### config.mk
export PLATFORM = sky130hd
export DESIGN_NAME = mem_stage_flat
export DESIGN_NICKNAME = d
export VERILOG_FILES = /design/src/rtl/mem_stage_if.sv /design/src/rtl/mem_stage.sv /design/src/flat_wrapper.sv
export SDC_FILE = /design/constraint.sdc
export NUM_CORES = 1
export LEC_CHECK = 0
export CORE_UTILIZATION = 44
export CTS_CLUSTER_DIAMETER = 200
export DETAILED_ROUTE_END_ITERATION = 16
export PLACE_DENSITY = 0.92
export SLEW_MARGIN = 20
export SYNTH_ARGS = -nofsm -noshare
export SYNTH_HDL_FRONTEND = slang
export SYNTH_SLANG_ARGS = --single-unit
### constraint.sdc
create_clock -name CLK -period 3.2 [get_ports CLK]
set_clock_uncertainty 0.15 [all_clocks]
set_input_delay 0.64 -clock CLK [delete_from_list [all_inputs] [get_ports CLK]]
set_output_delay 0.64 -clock CLK [all_outputs]
set_load 0.05 [all_outputs]
### src/rtl/mem_stage_if.sv
// EX/MEM request, data-cache and MEM/WB signals of the memory stage.
// master: the side driving the stage (upstream and cache); slave: mem_stage.
interface mem_stage_if;
  logic        valid_i;
  logic        dREN_i;
  logic        dWEN_i;
  logic [31:0] addr_i;
  logic [31:0] store_i;
  logic [31:0] alu_i;
  logic [4:0]  wsel_i;
  logic        RegWr_i;
  logic        MemToReg_i;
  logic        halt_i;
  logic        flush_i;
  logic        dhit;
  logic [31:0] dmemload;
  logic        dmemREN;
  logic        dmemWEN;
  logic [31:0] dmemaddr;
  logic [31:0] dmemstore;
  logic        wb_valid_o;
  logic [31:0] wdat_o;
  logic [4:0]  wsel_o;
  logic        RegWr_o;
  logic        halt_o;
  logic [31:0] dmemload_o;
  logic        mem_stall_o;
  logic        err_o;

  modport master (
    output valid_i, dREN_i, dWEN_i, addr_i, store_i, alu_i, wsel_i, RegWr_i,
           MemToReg_i, halt_i, flush_i, dhit, dmemload,
    input  dmemREN, dmemWEN, dmemaddr, dmemstore, wb_valid_o, wdat_o, wsel_o,
           RegWr_o, halt_o, dmemload_o, mem_stall_o, err_o
  );

  modport slave (
    input  valid_i, dREN_i, dWEN_i, addr_i, store_i, alu_i, wsel_i, RegWr_i,
           MemToReg_i, halt_i, flush_i, dhit, dmemload,
    output dmemREN, dmemWEN, dmemaddr, dmemstore, wb_valid_o, wdat_o, wsel_o,
           RegWr_o, halt_o, dmemload_o, mem_stall_o, err_o
  );
endinterface

### src/rtl/mem_stage.sv
// Memory stage: non-memory ops pass straight through; loads/stores run a
// blocking IDLE -> ACCESS -> DONE handshake with the data cache and a timeout.
module mem_stage #(
  parameter int unsigned TIMEOUT = 255
) (
  input logic        CLK,
  input logic        nRST,
  mem_stage_if.slave bus
);
  typedef enum logic [1:0] {IDLE, ACCESS, DONE} state_t;

  typedef struct packed {
    logic [31:0] alu;
    logic [4:0]  wsel;
    logic        regwr;
    logic        m2r;
    logic        halt;
  } wb_cap_t;

  localparam logic [7:0] TMO_LIM = 8'(TIMEOUT);

  state_t      state;
  wb_cap_t     cap;
  logic [31:0] load_q, addr_q, store_q;
  logic        ren_q, wen_q;
  logic [7:0]  cnt, cnt_inc;
  logic        kill, halted, err, tmo_q;

  logic        memop, start, tmo;
  logic        wb_valid, regwr_out, halt_out, stall;
  logic [31:0] wdat, load_out;
  logic [4:0]  wsel_out;

  assign memop   = bus.valid_i & (bus.dREN_i | bus.dWEN_i) & ~bus.flush_i;
  assign start   = (state == IDLE) && memop && !halted;
  assign cnt_inc = cnt + 8'd1;
  // dhit wins over a timeout landing in the same cycle
  assign tmo     = (state == ACCESS) && !bus.dhit && (cnt_inc == TMO_LIM);

  always_ff @(posedge CLK) begin
    if (nRST) begin
      state   <= IDLE;
      cap     <= '0;
      load_q  <= '0;
      addr_q  <= '0;
      store_q <= '0;
      ren_q   <= 1'b0;
      wen_q   <= 1'b0;
      cnt     <= '0;
      kill    <= 1'b0;
      halted  <= 1'b0;
      err     <= 1'b0;
      tmo_q   <= 1'b0;
    end else begin
      case (state)
        IDLE: begin
          if (start) begin
            cap     <= '{alu: bus.alu_i, wsel: bus.wsel_i, regwr: bus.RegWr_i,
                         m2r: bus.MemToReg_i, halt: bus.halt_i};
            ren_q   <= bus.dREN_i & ~bus.dWEN_i;
            wen_q   <= bus.dWEN_i;
            addr_q  <= bus.addr_i;
            store_q <= bus.dWEN_i ? bus.store_i : '0;
            cnt     <= '0;
            kill    <= 1'b0;
            tmo_q   <= 1'b0;
            state   <= ACCESS;
          end else if (wb_valid && halt_out) begin
            halted <= 1'b1;
          end
        end
        ACCESS: begin
          // a flush cannot abort the cache access, it only squashes writeback
          if (bus.flush_i) kill <= 1'b1;
          if (bus.dhit || tmo) begin
            ren_q   <= 1'b0;
            wen_q   <= 1'b0;
            addr_q  <= '0;
            store_q <= '0;
            state   <= DONE;
            if (bus.dhit) begin
              load_q <= bus.dmemload;
            end else begin
              err   <= 1'b1;
              tmo_q <= 1'b1;
            end
          end else begin
            cnt <= cnt_inc;
          end
        end
        DONE: begin
          if (bus.flush_i) kill <= 1'b1;
          if (wb_valid && halt_out) halted <= 1'b1;
          state <= IDLE;
        end
        default: state <= IDLE;
      endcase
    end
  end

  always_comb begin
    wb_valid  = 1'b0;
    wdat      = '0;
    wsel_out  = '0;
    regwr_out = 1'b0;
    halt_out  = 1'b0;
    stall     = 1'b0;
    load_out  = '0;
    case (state)
      IDLE: begin
        wb_valid  = bus.valid_i & ~bus.flush_i & ~halted & ~memop;
        wdat      = bus.alu_i;
        wsel_out  = wb_valid ? bus.wsel_i : '0;
        regwr_out = bus.RegWr_i & wb_valid;
        halt_out  = bus.halt_i & wb_valid;
        stall     = start;
      end
      ACCESS: stall = 1'b1;
      DONE: begin
        wb_valid  = ~(kill | bus.flush_i);
        wdat      = cap.m2r ? load_q : cap.alu;
        load_out  = load_q;
        wsel_out  = cap.wsel;
        regwr_out = cap.regwr & ~tmo_q & wb_valid;
        halt_out  = cap.halt | tmo_q;
      end
      default: ;
    endcase
  end

  assign bus.dmemREN     = ren_q;
  assign bus.dmemWEN     = wen_q;
  assign bus.dmemaddr    = addr_q;
  assign bus.dmemstore   = store_q;
  assign bus.wb_valid_o  = wb_valid;
  assign bus.wdat_o      = wdat;
  assign bus.wsel_o      = wsel_out;
  assign bus.RegWr_o     = regwr_out;
  assign bus.halt_o      = halt_out;
  assign bus.dmemload_o  = load_out;
  assign bus.mem_stall_o = stall;
  assign bus.err_o       = err;
endmodule

### src/flat_wrapper.sv
// flat-port wrapper written by rule: the top's interface ports become plain ports
module mem_stage_flat 
#(
  parameter int unsigned TIMEOUT = 255
)
  (CLK, nRST, bus_valid_i, bus_dREN_i, bus_dWEN_i, bus_addr_i, bus_store_i, bus_alu_i, bus_wsel_i, bus_RegWr_i, bus_MemToReg_i, bus_halt_i, bus_flush_i, bus_dhit, bus_dmemload, bus_dmemREN, bus_dmemWEN, bus_dmemaddr, bus_dmemstore, bus_wb_valid_o, bus_wdat_o, bus_wsel_o, bus_RegWr_o, bus_halt_o, bus_dmemload_o, bus_mem_stall_o, bus_err_o);
  mem_stage_if bus_i ();
  input logic CLK;
  input logic nRST;
  input wire logic [$bits(bus_i.valid_i)-1:0] bus_valid_i;
  input wire logic [$bits(bus_i.dREN_i)-1:0] bus_dREN_i;
  input wire logic [$bits(bus_i.dWEN_i)-1:0] bus_dWEN_i;
  input wire logic [$bits(bus_i.addr_i)-1:0] bus_addr_i;
  input wire logic [$bits(bus_i.store_i)-1:0] bus_store_i;
  input wire logic [$bits(bus_i.alu_i)-1:0] bus_alu_i;
  input wire logic [$bits(bus_i.wsel_i)-1:0] bus_wsel_i;
  input wire logic [$bits(bus_i.RegWr_i)-1:0] bus_RegWr_i;
  input wire logic [$bits(bus_i.MemToReg_i)-1:0] bus_MemToReg_i;
  input wire logic [$bits(bus_i.halt_i)-1:0] bus_halt_i;
  input wire logic [$bits(bus_i.flush_i)-1:0] bus_flush_i;
  input wire logic [$bits(bus_i.dhit)-1:0] bus_dhit;
  input wire logic [$bits(bus_i.dmemload)-1:0] bus_dmemload;
  output wire logic [$bits(bus_i.dmemREN)-1:0] bus_dmemREN;
  output wire logic [$bits(bus_i.dmemWEN)-1:0] bus_dmemWEN;
  output wire logic [$bits(bus_i.dmemaddr)-1:0] bus_dmemaddr;
  output wire logic [$bits(bus_i.dmemstore)-1:0] bus_dmemstore;
  output wire logic [$bits(bus_i.wb_valid_o)-1:0] bus_wb_valid_o;
  output wire logic [$bits(bus_i.wdat_o)-1:0] bus_wdat_o;
  output wire logic [$bits(bus_i.wsel_o)-1:0] bus_wsel_o;
  output wire logic [$bits(bus_i.RegWr_o)-1:0] bus_RegWr_o;
  output wire logic [$bits(bus_i.halt_o)-1:0] bus_halt_o;
  output wire logic [$bits(bus_i.dmemload_o)-1:0] bus_dmemload_o;
  output wire logic [$bits(bus_i.mem_stall_o)-1:0] bus_mem_stall_o;
  output wire logic [$bits(bus_i.err_o)-1:0] bus_err_o;
  assign bus_i.valid_i = bus_valid_i;
  assign bus_i.dREN_i = bus_dREN_i;
  assign bus_i.dWEN_i = bus_dWEN_i;
  assign bus_i.addr_i = bus_addr_i;
  assign bus_i.store_i = bus_store_i;
  assign bus_i.alu_i = bus_alu_i;
  assign bus_i.wsel_i = bus_wsel_i;
  assign bus_i.RegWr_i = bus_RegWr_i;
  assign bus_i.MemToReg_i = bus_MemToReg_i;
  assign bus_i.halt_i = bus_halt_i;
  assign bus_i.flush_i = bus_flush_i;
  assign bus_i.dhit = bus_dhit;
  assign bus_i.dmemload = bus_dmemload;
  assign bus_dmemREN = bus_i.dmemREN;
  assign bus_dmemWEN = bus_i.dmemWEN;
  assign bus_dmemaddr = bus_i.dmemaddr;
  assign bus_dmemstore = bus_i.dmemstore;
  assign bus_wb_valid_o = bus_i.wb_valid_o;
  assign bus_wdat_o = bus_i.wdat_o;
  assign bus_wsel_o = bus_i.wsel_o;
  assign bus_RegWr_o = bus_i.RegWr_o;
  assign bus_halt_o = bus_i.halt_o;
  assign bus_dmemload_o = bus_i.dmemload_o;
  assign bus_mem_stall_o = bus_i.mem_stall_o;
  assign bus_err_o = bus_i.err_o;
  mem_stage #(.TIMEOUT(TIMEOUT)) u_core (.CLK(CLK), .nRST(nRST), .bus(bus_i));
endmodule
==> out/results.ini <==
[logic_synthesis]
synth_top_area_share_pct=42.6
muxShareOfSynthArea_pct=9.96
ys_seq_area_share_pct=42.6
synth_commonest_cells=223 x nand2_1, 152 x dfxtp_1, 112 x a21oi_1
synthesis.area_sq_um=7150
synth_top_family_by_area=compound AO/OA/AOI/OAI gates
synthAdderAreaFrac_pct=0.875
ys_top_cells_by_area=dfxtp_1 43%, nand2_1 12%, a21oi_1 7.8%
synth.distinct_cells=57
synthSimpleGateAreaFrac_pct=18.0
async_flop_share_pct=0
netlist_instances=858
synth_area_leader_cell=dfxtp_1
synth_edf_count=0
synth_compound_area_share_pct=23.1
synth_area_per_cell_sq_um=8.33
synth-main-ff-cell=dfxtp_1
yosysMostFrequentCell=nand2_1
syn-num-nets=1006
synth_xor_area_share_pct=0.245
synth_seq_cells=152
ys.warnings.count=0

[power]
finalPower_mw=5.12
irDropWorstVdd_mv=0.367
power_density_nw_per_um2=459
leakage_nw=3.97

[die]
die_w_um=129
initial_utilization_pct=45.0
io_pins=283
die_h_um=129
core_sq_um=15900
die-area_sq_um=16800
rows=46

[sta]
fmax_mhz=325
fin_crit_sh_pct=96.1
hold_ws_ns=0.303
setup_viol=0
period_needed_ns=3.07
tightestPinTransition_ns=0.571
grt_setup_unrepaired=false
drv_slew=0
setup_slack_ns=0.126
tns_ns=0
hold_viol_final=0
slew-limit-headroom_pct=61.8

[routing]
wire_per_inst_um=17.0
drcViolationCount=0
vias_per_cell=5.60
via_count=7449
first_iter_violations=515
ant_nets=0
routed_wl_mm=22.7
drt-pass1-iter-count=5

[final_layout]
drive_gt1_share_pct=12.7
diodes=0
n_fill_cell=1123
area_growth_pct=55.8
fin_area_sq_um=11100
instances_no_fill=1331
final_core_util_pct=70.1
final_nets=1251

[global_routing]
grt_max_degree=75
grt_pass1_wl_mm=34.7
overflow=0
grt_pass1_vias=6995
grt_use_total_pct=26.2
antenna_found_initial=0

[setup_path]
cp-startpoint=u_core.state[0]$_SDFFE_PP0P_
r2r-start=u_core.cnt[0]$_SDFFE_PP0P_
cp_max_fo=35
startpoint_type=flop
cp.arrival_ns=2.28
critical_path_class=flop to output pin
worstPathRequired_ns=2.41
end_kind=output pin

[place]
gp_congestion=0.866
placed_area_sq_um=10600
dp_hpwl_mm=15.4
placed_cells=1300
io_buffers=282
place_ws_ns=0.222

[clock_tree]
hold_buffers=0
cts_setup_buffers=0
h-tree-depth=4
clkSinkCount=152
clock_latency_ns=0.41
cts_tree=built
clockBufferDepth=2
cts_root_buf=clkbuf_16
path_clk_slew_ns=0.06
cts_buffers=17
cts_resized=0

[job]
max-cap-violations=0

[worst_hold_path]
min_from=u_core.cap[20]$_SDFFE_PP0P_
hp-class=flop to flop

[outcome]
outcome=completed

[state kept, by name, summed over array words and instances (netlist names)]
register	count
u_core.cap	40
u_core.bus.dmemaddr	32
u_core.bus.dmemstore	32
u_core.load_q	32
u_core.cnt	8
u_core.state	2
u_core.bus.dmemREN	1
u_core.bus.dmemWEN	1
u_core.bus.err_o	1
u_core.halted	1
u_core.kill	1
u_core.tmo_q	1
[cell families (layout without fill, tap and decap cells)]
family,count (synthesis),count (layout)
fa+ha+maj,5,5
mux,67,67
compound gates,249,249
simple gates,293,293
buf+inv,90,347
flops,152,152
xor+xnor,2,2
[critical path, stage by stage, from the launching register on]
cell and delay (ns):
dfxtp_1 0.33, inv_1 0.09, ha_2 0.22, buf_12 0.19, and2_1 0.20, clkdlybuf4s50_1 0.83
[area by class of cell]
class / count / area (sq um) / area share [%]
inverters: 8 / 30.0 / 0.270
well taps: 216 / 270 / 2.43
clock buffers: 19 / 433 / 3.89
flip-flops and latches: 152 / 3040 / 27.3
multi-input cells: 616 / 3760 / 33.7
clock inverters: 12 / 128 / 1.15
repair buffers: 308 / 3480 / 31.2
[metal layers]
metal  wire, um  share of wire (%)  track usage (%)
met5          0                  0                0
met3       2150                9.5             8.51
met4        616                2.7             11.6
met2      11300                 50             45.4
met1       8640                 38             29.4
[where the power goes]
group | switching, mW | internal [mW] | total, mW
clock | 0.786 | 1.14 | 1.93
sequential | 0.0457 | 1.97 | 2.01
combinational | 0.642 | 0.531 | 1.17
total | 1.47 | 3.64 | 5.12
[worst paths after layout]
path                                              end  slack (ns)  depth (start not counted)
hold / removal            u_core.cap[20]$_SDFFE_PP0P_        0.30                          2
setup reg to reg  u_core.bus.dmemaddr[1]$_SDFFE_PP0P_        0.68                          7
hold reg to reg           u_core.cap[20]$_SDFFE_PP0P_        0.30                          2
setup / recovery                   bus_dmemload_o[23]        0.13                          5
[cell usage in the layout (no fill, tap or decap), types with 3 or more instances in the layout]
| cell | count |
|---|---|
| a21oi_1 | 112 |
| a22o_1 | 38 |
| and2_1 | 37 |
| buf_12 | 45 |
| buf_4 | 23 |
| clkbuf_16 | 17 |
| clkdlybuf4s50_1 | 240 |
| clkinv_2 | 5 |
| clkinv_4 | 3 |
| dfxtp_1 | 152 |
| ha_1 | 4 |
| inv_1 | 7 |
| mux2_2 | 32 |
| mux2i_1 | 34 |
| nand2_1 | 223 |
| nor2_1 | 6 |
| nor4_1 | 3 |
| o211ai_1 | 33 |
| o21a_1 | 3 |
| o21ai_0 | 7 |
| o31ai_1 | 34 |
| or2_2 | 4 |
Power figures use the tool's default switching activity.
